<file path="config.mk">
export PLATFORM = sky130hd
export DESIGN_NAME = ram_word_master
export DESIGN_NICKNAME = d
export VERILOG_FILES = /design/src/rtl/ram_master_pkg.sv /design/src/rtl/ram_word_master.sv
export SDC_FILE = /design/constraint.sdc
export NUM_CORES = 1
export LEC_CHECK = 0
export BUFFER_PORTS_ARGS = -buffer_cell sky130_fd_sc_hd__clkbuf_2
export CAP_MARGIN = 20
export CORE_MARGIN = 3
export CORE_UTILIZATION = 25
export CTS_CLUSTER_DIAMETER = 80
export DETAILED_ROUTE_END_ITERATION = 10
export SLEW_MARGIN = 25
export SYNTH_ARGS = -nofsm -noshare
export SYNTH_HDL_FRONTEND = slang
export SYNTH_SLANG_ARGS = --single-unit
</file>
<file path="constraint.sdc">
create_clock -name clock -period 3.8 [get_ports clock]
set_clock_uncertainty 0.05 [all_clocks]
set_input_delay 0.57 -clock clock [delete_from_list [all_inputs] [get_ports clock]]
set_output_delay 0.57 -clock clock [all_outputs]
set_load 0.1 [all_outputs]
</file>
<file path="src/rtl/ram_master_pkg.sv">
// Shared types and constants for the byte-serialising ram word master.
package ram_master_pkg;
    typedef enum logic [1:0] {IDLE, ACCESS, RESP} state_t;
    localparam int WORDBYTES = 8;
    localparam int LANE_W    = 3;
endpackage

</file>
<file path="src/rtl/ram_word_master.sv">
// Turns 64-bit load/store requests into 8 little-endian byte accesses on one
// port of a byte-wide ram and returns a 64-bit response with a range-ok flag.
module ram_word_master
    import ram_master_pkg::*;
#(
    parameter int memsize   = 8192,
    parameter int addrsize  = 13,
    parameter int wordbytes = WORDBYTES
) (
    input  logic                clock,
    input  logic                resetn,
    input  logic                req_valid,
    output logic                req_ready,
    input  logic                req_write,
    input  logic [63:0]         req_addr,
    input  logic [63:0]         req_wdata,
    output logic                rsp_valid,
    input  logic                rsp_ready,
    output logic [63:0]         rsp_rdata,
    output logic                rsp_ok,
    output logic [addrsize-1:0] ram_addr,
    output logic                ram_wen,
    output logic [7:0]          ram_wdat,
    output logic                ram_ren,
    input  logic [7:0]          ram_rdat
);
    localparam logic [LANE_W-1:0] LAST_LANE = LANE_W'(wordbytes - 1);

    state_t              state, next;
    logic [LANE_W-1:0]   cnt;
    logic                wr_q, ok_q;
    logic [addrsize-1:0] addr_q;
    logic [63:0]         wdata_q, rdata_q;
    logic                in_range;

    // 65-bit sum so addresses near 2^64 cannot wrap back into range.
    assign in_range = ({1'b0, req_addr} + 65'(wordbytes)) <= 65'(memsize);

    always_ff @(posedge clock or negedge resetn) begin
        if (!resetn) state <= IDLE;
        else         state <= next;
    end

    always_comb begin
        next = state;
        case (state)
            IDLE:    if (req_valid) next = in_range ? ACCESS : RESP;
            ACCESS:  if (cnt == LAST_LANE) next = RESP;
            RESP:    if (rsp_ready) next = IDLE;
            default: next = IDLE;
        endcase
    end

    always_ff @(posedge clock or negedge resetn) begin
        if (!resetn) begin
            cnt     <= '0;
            wr_q    <= 1'b0;
            ok_q    <= 1'b0;
            addr_q  <= '0;
            wdata_q <= '0;
            rdata_q <= '0;
        end else begin
            case (state)
                IDLE: if (req_valid) begin
                    wr_q    <= req_write;
                    addr_q  <= req_addr[addrsize-1:0];
                    wdata_q <= req_wdata;
                    rdata_q <= '0;
                    ok_q    <= in_range;
                    cnt     <= '0;
                end
                ACCESS: begin
                    if (!wr_q) rdata_q[{cnt, 3'b000} +: 8] <= ram_rdat;
                    cnt <= cnt + 1'b1;
                end
                default: ;
            endcase
        end
    end

    // All outputs decode from state so a reset forces them back immediately.
    assign req_ready = (state == IDLE);
    assign rsp_valid = (state == RESP);
    assign rsp_ok    = (state == RESP) && ok_q;
    assign rsp_rdata = (state == RESP) ? rdata_q : '0;
    assign ram_wen   = (state == ACCESS) && wr_q;
    assign ram_ren   = (state == ACCESS) && !wr_q;
    assign ram_addr  = (state == ACCESS) ? addr_q + addrsize'(cnt) : '0;
    assign ram_wdat  = ram_wen ? wdata_q[{cnt, 3'b000} +: 8] : 8'h00;
endmodule

</file>
# Word-level counts from Yosys, hierarchy flattened
# Cells that the tools add are included.
[op_classes] n_addsub=4 order_cmp=1 eq_ne=7 n_shift=3 muxes=14 reduce_logical=10
[op_table] op="$mux W64" count=3
[op_table] op="$pmux W64 S2" count=1
[op_table] op="$add A64 B4 Y65 const B" count=1
[op_table] op="$le A65 B14 Y1 const B" count=1
[op_table] op="$bwmux W64" count=1
[op_table] op="$shift A8 B8 Y64 const A" count=1
[op_table] op="$shiftx A64 B7 Y8" count=1
[op_table] op="$shiftx A8 B8 Y64" count=1
[op_table] op="$add A13 B3 Y13" count=1
[op_table] op="$mux W13" count=1
[op_table] op="$mux W2" count=4
[op_table] op="$mux W8" count=1
[op_table] op="$neg A6 Y8" count=1
[op_table] op="$ne A2 B2 Y1 const B" count=3
[op_table] op="$pmux W2 S3" count=1
[op_table] op="$pmux W3 S2" count=1
[op_table] op="$reduce_and A3 Y1" count=2
[op_table] op="$reduce_and A2 Y1" count=2
[op_table] op="$add A3 B1 Y3 const B" count=1
[op_table] op="$eq A3 B3 Y1 const B" count=1
[op_table] op="$logic_and A1 B1 Y1" count=3
[op_table] op="$mux W3" count=1
[op_table] op="$eq A2 B1 Y1 const B" count=1
[op_table] op="$eq A2 B2 Y1 const B" count=1
[op_table] op="4 further kinds" count=4
[totals] regBits=148 inputBits=141 output_inout_bits=90

# Longest topological paths before layout
# Gate-level depths: netlist of run 1.
[logic_depth] depth_word=5 ltp_mapped=12 ltp_nobuf=10

# Least setup slack after synthesis of run 1
# No wires, ideal clock.
[synth_path] path_kind="reg-to-output" from="reg cnt[1]" to="out ram_addr[3]" arrival_time_ps=3173 required_time_ps=3180 setup_slack_ps=7 path_stages_with_launch=6 n_path_buf=0 cell_sequence="dfrtp_1 -> ha_1 -> a21o_1 -> a21oi_1 -> nor2b_1 -> nor3_1"
[synth_via] elab_chain_cells=2
[synth_rtl] item="start: declaration" line_no="ram_word_master.sv:30" rtl="logic [LANE_W-1:0] cnt;"
[synth_rtl] item="start signal: assignment" line_no="ram_word_master.sv:74" rtl="cnt <= cnt + 1'b1;"
[synth_rtl] item="$add A13 B3 Y13" line_no="ram_word_master.sv:88" rtl="assign ram_addr = (state == ACCESS) ? addr_q + addrsize'(cnt) : '0;"
[synth_rtl] item="$mux W13" line_no="ram_word_master.sv:88"
[synth_rtl] item="end: declaration" line_no="ram_word_master.sv:21" rtl="output logic [addrsize-1:0] ram_addr,"
# Every way passes these cells.

# Worst setup path in the final report of run 1
# Same ends and word-level chain as after synthesis.

==> results of run 1 <==
[worst max-delay path, stage by stage (launching register included)]
cell and delay, ns:
dfrtp_1 0.36, buf_4 0.19, ha_1 0.30, a21o_1 0.16
a21oi_1 0.23, nor2b_1 0.15, nor3_1 0.31, clkbuf_2 0.52
[power by group through the flow]
| stage | sequential, µW | combinational (µW) | clock (µW) |
|---|---|---|---|
| floorplan | 1840 | 429 | 0 |
| global placement | 1870 | 679 | 0 |
| detailed placement | 1870 | 689 | 0 |
| CTS | 1850 | 694 | 1730 |
| global route | 1870 | 775 | 1800 |
| finish | 1850 | 684 | 1670 |
[stage by stage]
| stage | utilization [%] | power, µW |
|---|---|---|
| finish | 32.3 | 4200 |
| global route | 32.3 | 4450 |
| CTS | 32.3 | 4270 |
| detailed placement | 30.7 | 2560 |
| global placement | 30.7 | 2550 |
| floorplan | - | 2270 |
[layout by cell type, fill, tap and decap left out, drive strengths merged, types with 4 or more instances in the layout]
cell type,Yosys,final
and2,71,71
buf,8,33
and4,21,21
nand3,26,26
dfrtp,148,148
ha,8,8
and3,11,11
nor2b,4,4
clkinv,1,6
nand2,361,361
or4,10,10
nand2b,6,6
nand4,34,34
nor2,38,38
xor2,18,18
xnor2,9,9
or2,4,4
a31oi,8,8
o21ai,72,72
nor4b,4,4
inv,13,19
a22oi,18,18
nor3,22,22
a22o,6,6
mux4,16,16
a21oi,19,19
a21o,4,4
clkbuf,51,237
nor4,21,21
[path summary, 6_finish.rpt]
check	startpoint	end	slack (ns)	cells after the start
max in group asynchronous	resetn	rdata_q[62]	2.67	2
worst max-delay path	cnt[1]	ram_addr[3]	0.52	7
worst min-delay path	resetn	wdata_q[36]	0.12	1
worst min register to register	rdata_q[50]	rdata_q[50]	0.42	2
min in group clock	req_wdata[4]	wdata_q[4]	0.28	3
worst max register to register	cnt[0]	rdata_q[2]	0.67	9
[cell type report]
class / count / area [µm²] / area share, %
Clock inverter: 15 / 146 / 1.30
Inverter: 14 / 52.6 / 0.466
Tap cell: 455 / 569 / 5.05
Multi-Input combinational cell: 860 / 4890 / 43.4
Timing Repair Buffer: 253 / 1480 / 13.1
Sequential cell: 148 / 3700 / 32.9
Antenna cell: 2 / 5.00 / 0.0444
Clock buffer: 17 / 425 / 3.77
[per-layer routing]
layer / vias up / routed length, µm / part of all wire [%] / global-route usage [%]
met1: 4218 / 13700 / 45 / 21.6
met5: - / 7 / 0.023 / 0
met2: 290 / 14400 / 47 / 25.8
li1: 4191 / - / - / -
met3: 35 / 1620 / 5.3 / 2.39
met4: 2 / 728 / 2.4 / 5.41
[logic make-up after synthesis]
| family | Yosys count | synth area share (%) |
|---|---|---|
| muxes | 22 | 4.75 |
| adders and majority gates | 9 | 1.35 |
| xor gates and xnor gates | 27 | 2.65 |
| buffers and inverters | 74 | 3.79 |
| DFF | 148 | 41.5 |
| and+or+nand+nor | 641 | 34.4 |
| AOI/OAI and AO/OA | 161 | 11.6 |
[flip-flops by register name, summed over array words and instances, names as in the netlist]
| name | count |
|---|---|
| rdata_q | 64 |
| state | 2 |
| wdata_q | 64 |
| addr_q | 13 |
| cnt | 3 |
| wr_q | 1 |
| ok_q | 1 |
==> impl_metrics.tcl, run 1 <==
set metrics [dict create \
    place.port_buffers 230 \
    numClockSinks 148 \
    first_iter_violations 521 \
    vias 8736 \
    tritoncts "yes" \
    grt_setup_unrepaired "false" \
    finish.net_count 1444 \
    dp_worst_setup_slack_ns 0.147 \
    final_cells 1764 \
    critical_path_arrival_ns 2.66 \
    maxClockFrequency_mhz 305 \
    post_cts.repair.setup_buffers 0 \
    synth_area_per_cell_um2 8.25 \
    maximum_number_of_pins_on_one_net_before_global_route_repair 82 \
    sw_frac_of_total_pct 30.6 \
    flow.area_growth_from_synthesis_pct 26.3 \
    min_period_ns 3.28 \
    mappedNetlistNets 1232 \
    route.antenna.remaining_nets 0 \
    synth_area_um2 8920 \
    yosys_register_bits 148 \
    total_switching_power_uw 1290 \
    post_synth_inst_count 1082 \
    seq_power_share_pct 44.0 \
    floorplan.die.width_um 195 \
    cp.required_ns 3.18 \
    timing.critical_path.fanout_max 11 \
    max-cap-violations 0 \
    detail_route.first_pass.iterations 6 \
    cts_resized 0 \
    timing_hold_violations_final 0 \
    post_drt_via_cell_ratio 4.95 \
    postPlaceCellArea_um2 10700 \
    postCtsHoldBufs 0 \
    yosys.area.top_type "dfrtp_1" \
    dominantRegCellSynth "dfrtp_1" \
    comb_power_share_pct 16.3 \
    peak_vdd_ir_uv 283 \
    cts.htree.levels 4 \
    worst_setup_path_end_kind "primary output" \
    ys.warnings.count 0 \
    wire_length_of_the_first_global_routing_pass_um 48300 \
    die_footprint_um2 38000 \
    num_io_pins 231 \
    drc 0 \
    startpoint_type_of_the_worst_setup_path "register" \
    clock-root-buffer "clkbuf_16" \
    outcome "complete, no violations" \
    netlist_top_cells_count "361 x nand2_1, 148 x dfrtp_1, 70 x and2_1, 70 x o21ai_0, 46 x clkbuf_1" \
    core_area_um2 34900 \
    synth_sequential_area_ratio_pct 41.5 \
    layout.cell_area.non_filler_um2 11300 \
    p_leak_uw 0.00525 \
    hold_path_class "input pin to async pin" \
    dp.cells 1730 \
    worst_slew_margin_rel_pct 38.4 \
    skew_pair_late_insertion_delay_ns 0.43 \
    power.share.clock_pct 39.7 \
    dp.final_hpwl_um 22800 \
    cts.clk_slew.worst_paths_ns 0.07 \
    rows 68 \
    totalWireLength_um 30500 \
    initial_utilization_pct 25.6 \
    cell_internal_pwr_uw 2910 \
    synthTopCellsByArea "dfrtp_1 41%, nand2_1 15%, and2_1 4.9%" \
    timing.setup.tns_ns 0 \
    number_of_flops_mapped_to_enable_cells_by_yosys 0 \
    cts_made_buffers 17 \
    synth_cell_types 73 \
    worst-slew-pin-transition_ns 0.923 \
    maxSlewViolCount 0 \
    synth_most_common_cell "nand2_1" \
    gr-total-overflow 0 \
    dieHeight_um 195 \
    post-route-worst-setup-slack_ns 0.524 \
    layout_worst_path_cycle_share_pct 86.2 \
    cts_max_path_buffers 2 \
    report.final.setup_viol 0 \
    synthArstFlopShare_pct 100 \
    power.density_nw_per_um2 372 \
    grt_use_total_pct 15.9 \
    fill_cell_instance_count_of_the_final_layout 3752 \
    grt_pass1_vias 8470 \
    post_drt_wl_per_cell_um 17.3 \
    gpl.final_weighted_congestion 0.883 \
    drive_above_1_share_pct 24.6 \
    antenna_found_initial 3 \
    hold_slack_ns 0.121 \
    netlist.area_leader.share_pct 41.5 \
    critPathKind "register to primary output" \
]
No activity file was read; power rests on OpenSTA's default activity.
==> inputs of run 2 (changes only) <==
--- a/config.mk
+++ b/config.mk
@@ -8,9 +8,10 @@
 export BUFFER_PORTS_ARGS = -buffer_cell sky130_fd_sc_hd__clkbuf_2
 export CAP_MARGIN = 20
 export CORE_MARGIN = 3
-export CORE_UTILIZATION = 25
+export CORE_UTILIZATION = 54
 export CTS_CLUSTER_DIAMETER = 80
 export DETAILED_ROUTE_END_ITERATION = 10
+export PLACE_DENSITY = 0.81
 export SLEW_MARGIN = 25
 export SYNTH_ARGS = -nofsm -noshare
 export SYNTH_HDL_FRONTEND = slang
==> impl_metrics.tcl, run 2 (synthesis gave the netlist of run 1 again) <==
set metrics [dict create \
    outcome "complete, no violations" \
    floorplan.die.width_um 135 \
    peak_vdd_ir_uv 313 \
    post_drt_via_cell_ratio 5.85 \
    critical_path_arrival_ns 2.82 \
    layout.cell_area.non_filler_um2 10800 \
    first_iter_violations 797 \
    grt_setup_unrepaired "false" \
    layout_worst_path_cycle_share_pct 90.5 \
    worst-r2r-cell-count 7 \
    p_leak_uw 0.00521 \
    dp.cells 1487 \
    die_footprint_um2 18100 \
    worst-slew-pin-transition_ns 0.908 \
    post-route-worst-setup-slack_ns 0.363 \
    flow.area_growth_from_synthesis_pct 21.5 \
    cell_internal_pwr_uw 2880 \
    startpoint_type_of_the_worst_setup_path "register" \
    dieHeight_um 135 \
    seq_power_share_pct 45.0 \
    skew_pair_late_insertion_delay_ns 0.42 \
    sw_frac_of_total_pct 30.1 \
    largest_registers "rdata_q (64), wdata_q (64), addr_q (13)" \
    timing.reg2reg.setup_slack_ns 0.59 \
    grtUsageMet2_pct 46.5 \
    cts_max_path_buffers 2 \
    layout_commonest_cell "nand2_1" \
    grt_pass1_vias 8389 \
    globalRoute.busiestLayer "met2" \
    totalWireLength_um 26600 \
    final_cell_mix "360 x nand2_1, 221 x clkbuf_2, 148 x dfrtp_1" \
    postCtsHoldBufs 0 \
    hold_path_class "input pin to async pin" \
    cts.htree.levels 4 \
    drc 0 \
    count_of_antenna_diodes_in_the_layout 0 \
    wire_length_of_the_first_global_routing_pass_um 42300 \
    report.final.setup_viol 0 \
    groute.layer.met3.usage_pct 5.14 \
    total_switching_power_uw 1240 \
    initial_utilization_pct 55.6 \
    gpl.final_weighted_congestion 0.922 \
    dp.final_hpwl_um 19700 \
    worst_setup_path_end_kind "primary output" \
    max-cap-violations 0 \
    cts_resized 0 \
    min_period_ns 3.44 \
    antenna_found_initial 1 \
    dp_worst_setup_slack_ns 0.229 \
    maxSlewViolCount 0 \
    worst_slew_margin_rel_pct 39.5 \
    timing.setup.tns_ns 0 \
    vias 8884 \
    post_drt_wl_per_cell_um 17.5 \
    r2r-end "rdata_q[4]" \
    clock-root-buffer "clkbuf_16" \
    cts_made_buffers 17 \
    global_route.usage.met1_pct 40.1 \
    critPathKind "register to primary output" \
    detail_route.first_pass.iterations 5 \
    timing_hold_violations_final 0 \
    gr-total-overflow 0 \
    numClockSinks 148 \
    post_cts.repair.setup_buffers 0 \
    maximum_number_of_pins_on_one_net_before_global_route_repair 92 \
    cp.required_ns 3.18 \
    drive_above_1_share_pct 24.4 \
    route.antenna.remaining_nets 0 \
    place.port_buffers 230 \
    num_io_pins 231 \
    power.density_nw_per_um2 380 \
    tritoncts "yes" \
    power.share.clock_pct 38.8 \
    maxClockFrequency_mhz 291 \
    final_cells 1519 \
    rows 46 \
    grt_use_total_pct 29.2 \
    comb_power_share_pct 16.2 \
    core_area_um2 16100 \
    worst_r2r_startpoint "cnt[2]" \
    postPlaceCellArea_um2 10300 \
    cts.clk_slew.worst_paths_ns 0.06 \
    finish.net_count 1440 \
    timing.critical_path.fanout_max 12 \
    fill_cell_instance_count_of_the_final_layout 1281 \
]
run 2: cell count changes in the layout (fill, tap and decap cells not counted), sizes merged:
cell,previous run,this run
bufinv,1,0
clkbuf,237,240
diode,2,0
buf,33,28
clkinvlp,3,1
inv,19,20
run 2: routing by layer:
metal	vias up	wire length [µm]
li1	4202	-
met1	4170	11200
met2	449	12500
met3	61	2040
met4	2	773
met5	-	13
run 2: worst max-delay path by stage:
stage	start	endpoint	slack (ns)	depth (start not counted)
floorplan	cnt[1]	ram_addr[3]	0.007	5
global placement	req_addr[3]	state[1]	0.30	10
detailed placement	req_addr[3]	state[1]	0.23	10
CTS	cnt[0]	ram_addr[4]	0.34	7
global route	cnt[1]	ram_addr[3]	0.13	6
finish	cnt[0]	ram_addr[12]	0.36	9
run 2: critical path, stage by stage, from the launching register on:
cell and delay (ns):
dfrtp_1 0.56, ha_1 0.32, fa_1 0.41, a21o_1 0.21, nand2_1 0.14, nor2_1 0.08
nand3_1 0.10, xor2_1 0.07, nor2_1 0.27, buf_12 0.22
run 2: cell type report:
cell class | instances | area, µm² | share of cell area [%]
clock inverter | 13 | 113 | 1.04
clock buffer | 19 | 453 | 4.18
multi-input combinational | 860 | 4890 | 45.0
tap | 216 | 270 | 2.49
sequential | 148 | 3700 | 34.1
timing repair buffer | 249 | 1370 | 12.6
inverter | 14 | 52.6 | 0.484
run 2: per-stage QoR:
step	hold WS, ns	total power, µW	util [%]
detailed placement	0.407	2540	64.0
floorplan	0.224	2270	-
CTS	0.202	4130	67.6
global route	0.231	4310	67.6
finish	0.157	4120	67.6
global placement	0.402	2510	64.0
run 2: power by group through the flow:
stage | combinational, µW | clock [µW] | sequential, µW
2_1_floorplan | 429 | 0 | 1840
3_3_place_gp | 639 | 0 | 1870
3_5_place_dp | 657 | 0 | 1880
4_1_cts | 664 | 1610 | 1850
5_1_grt | 748 | 1680 | 1880
6_report | 666 | 1600 | 1860
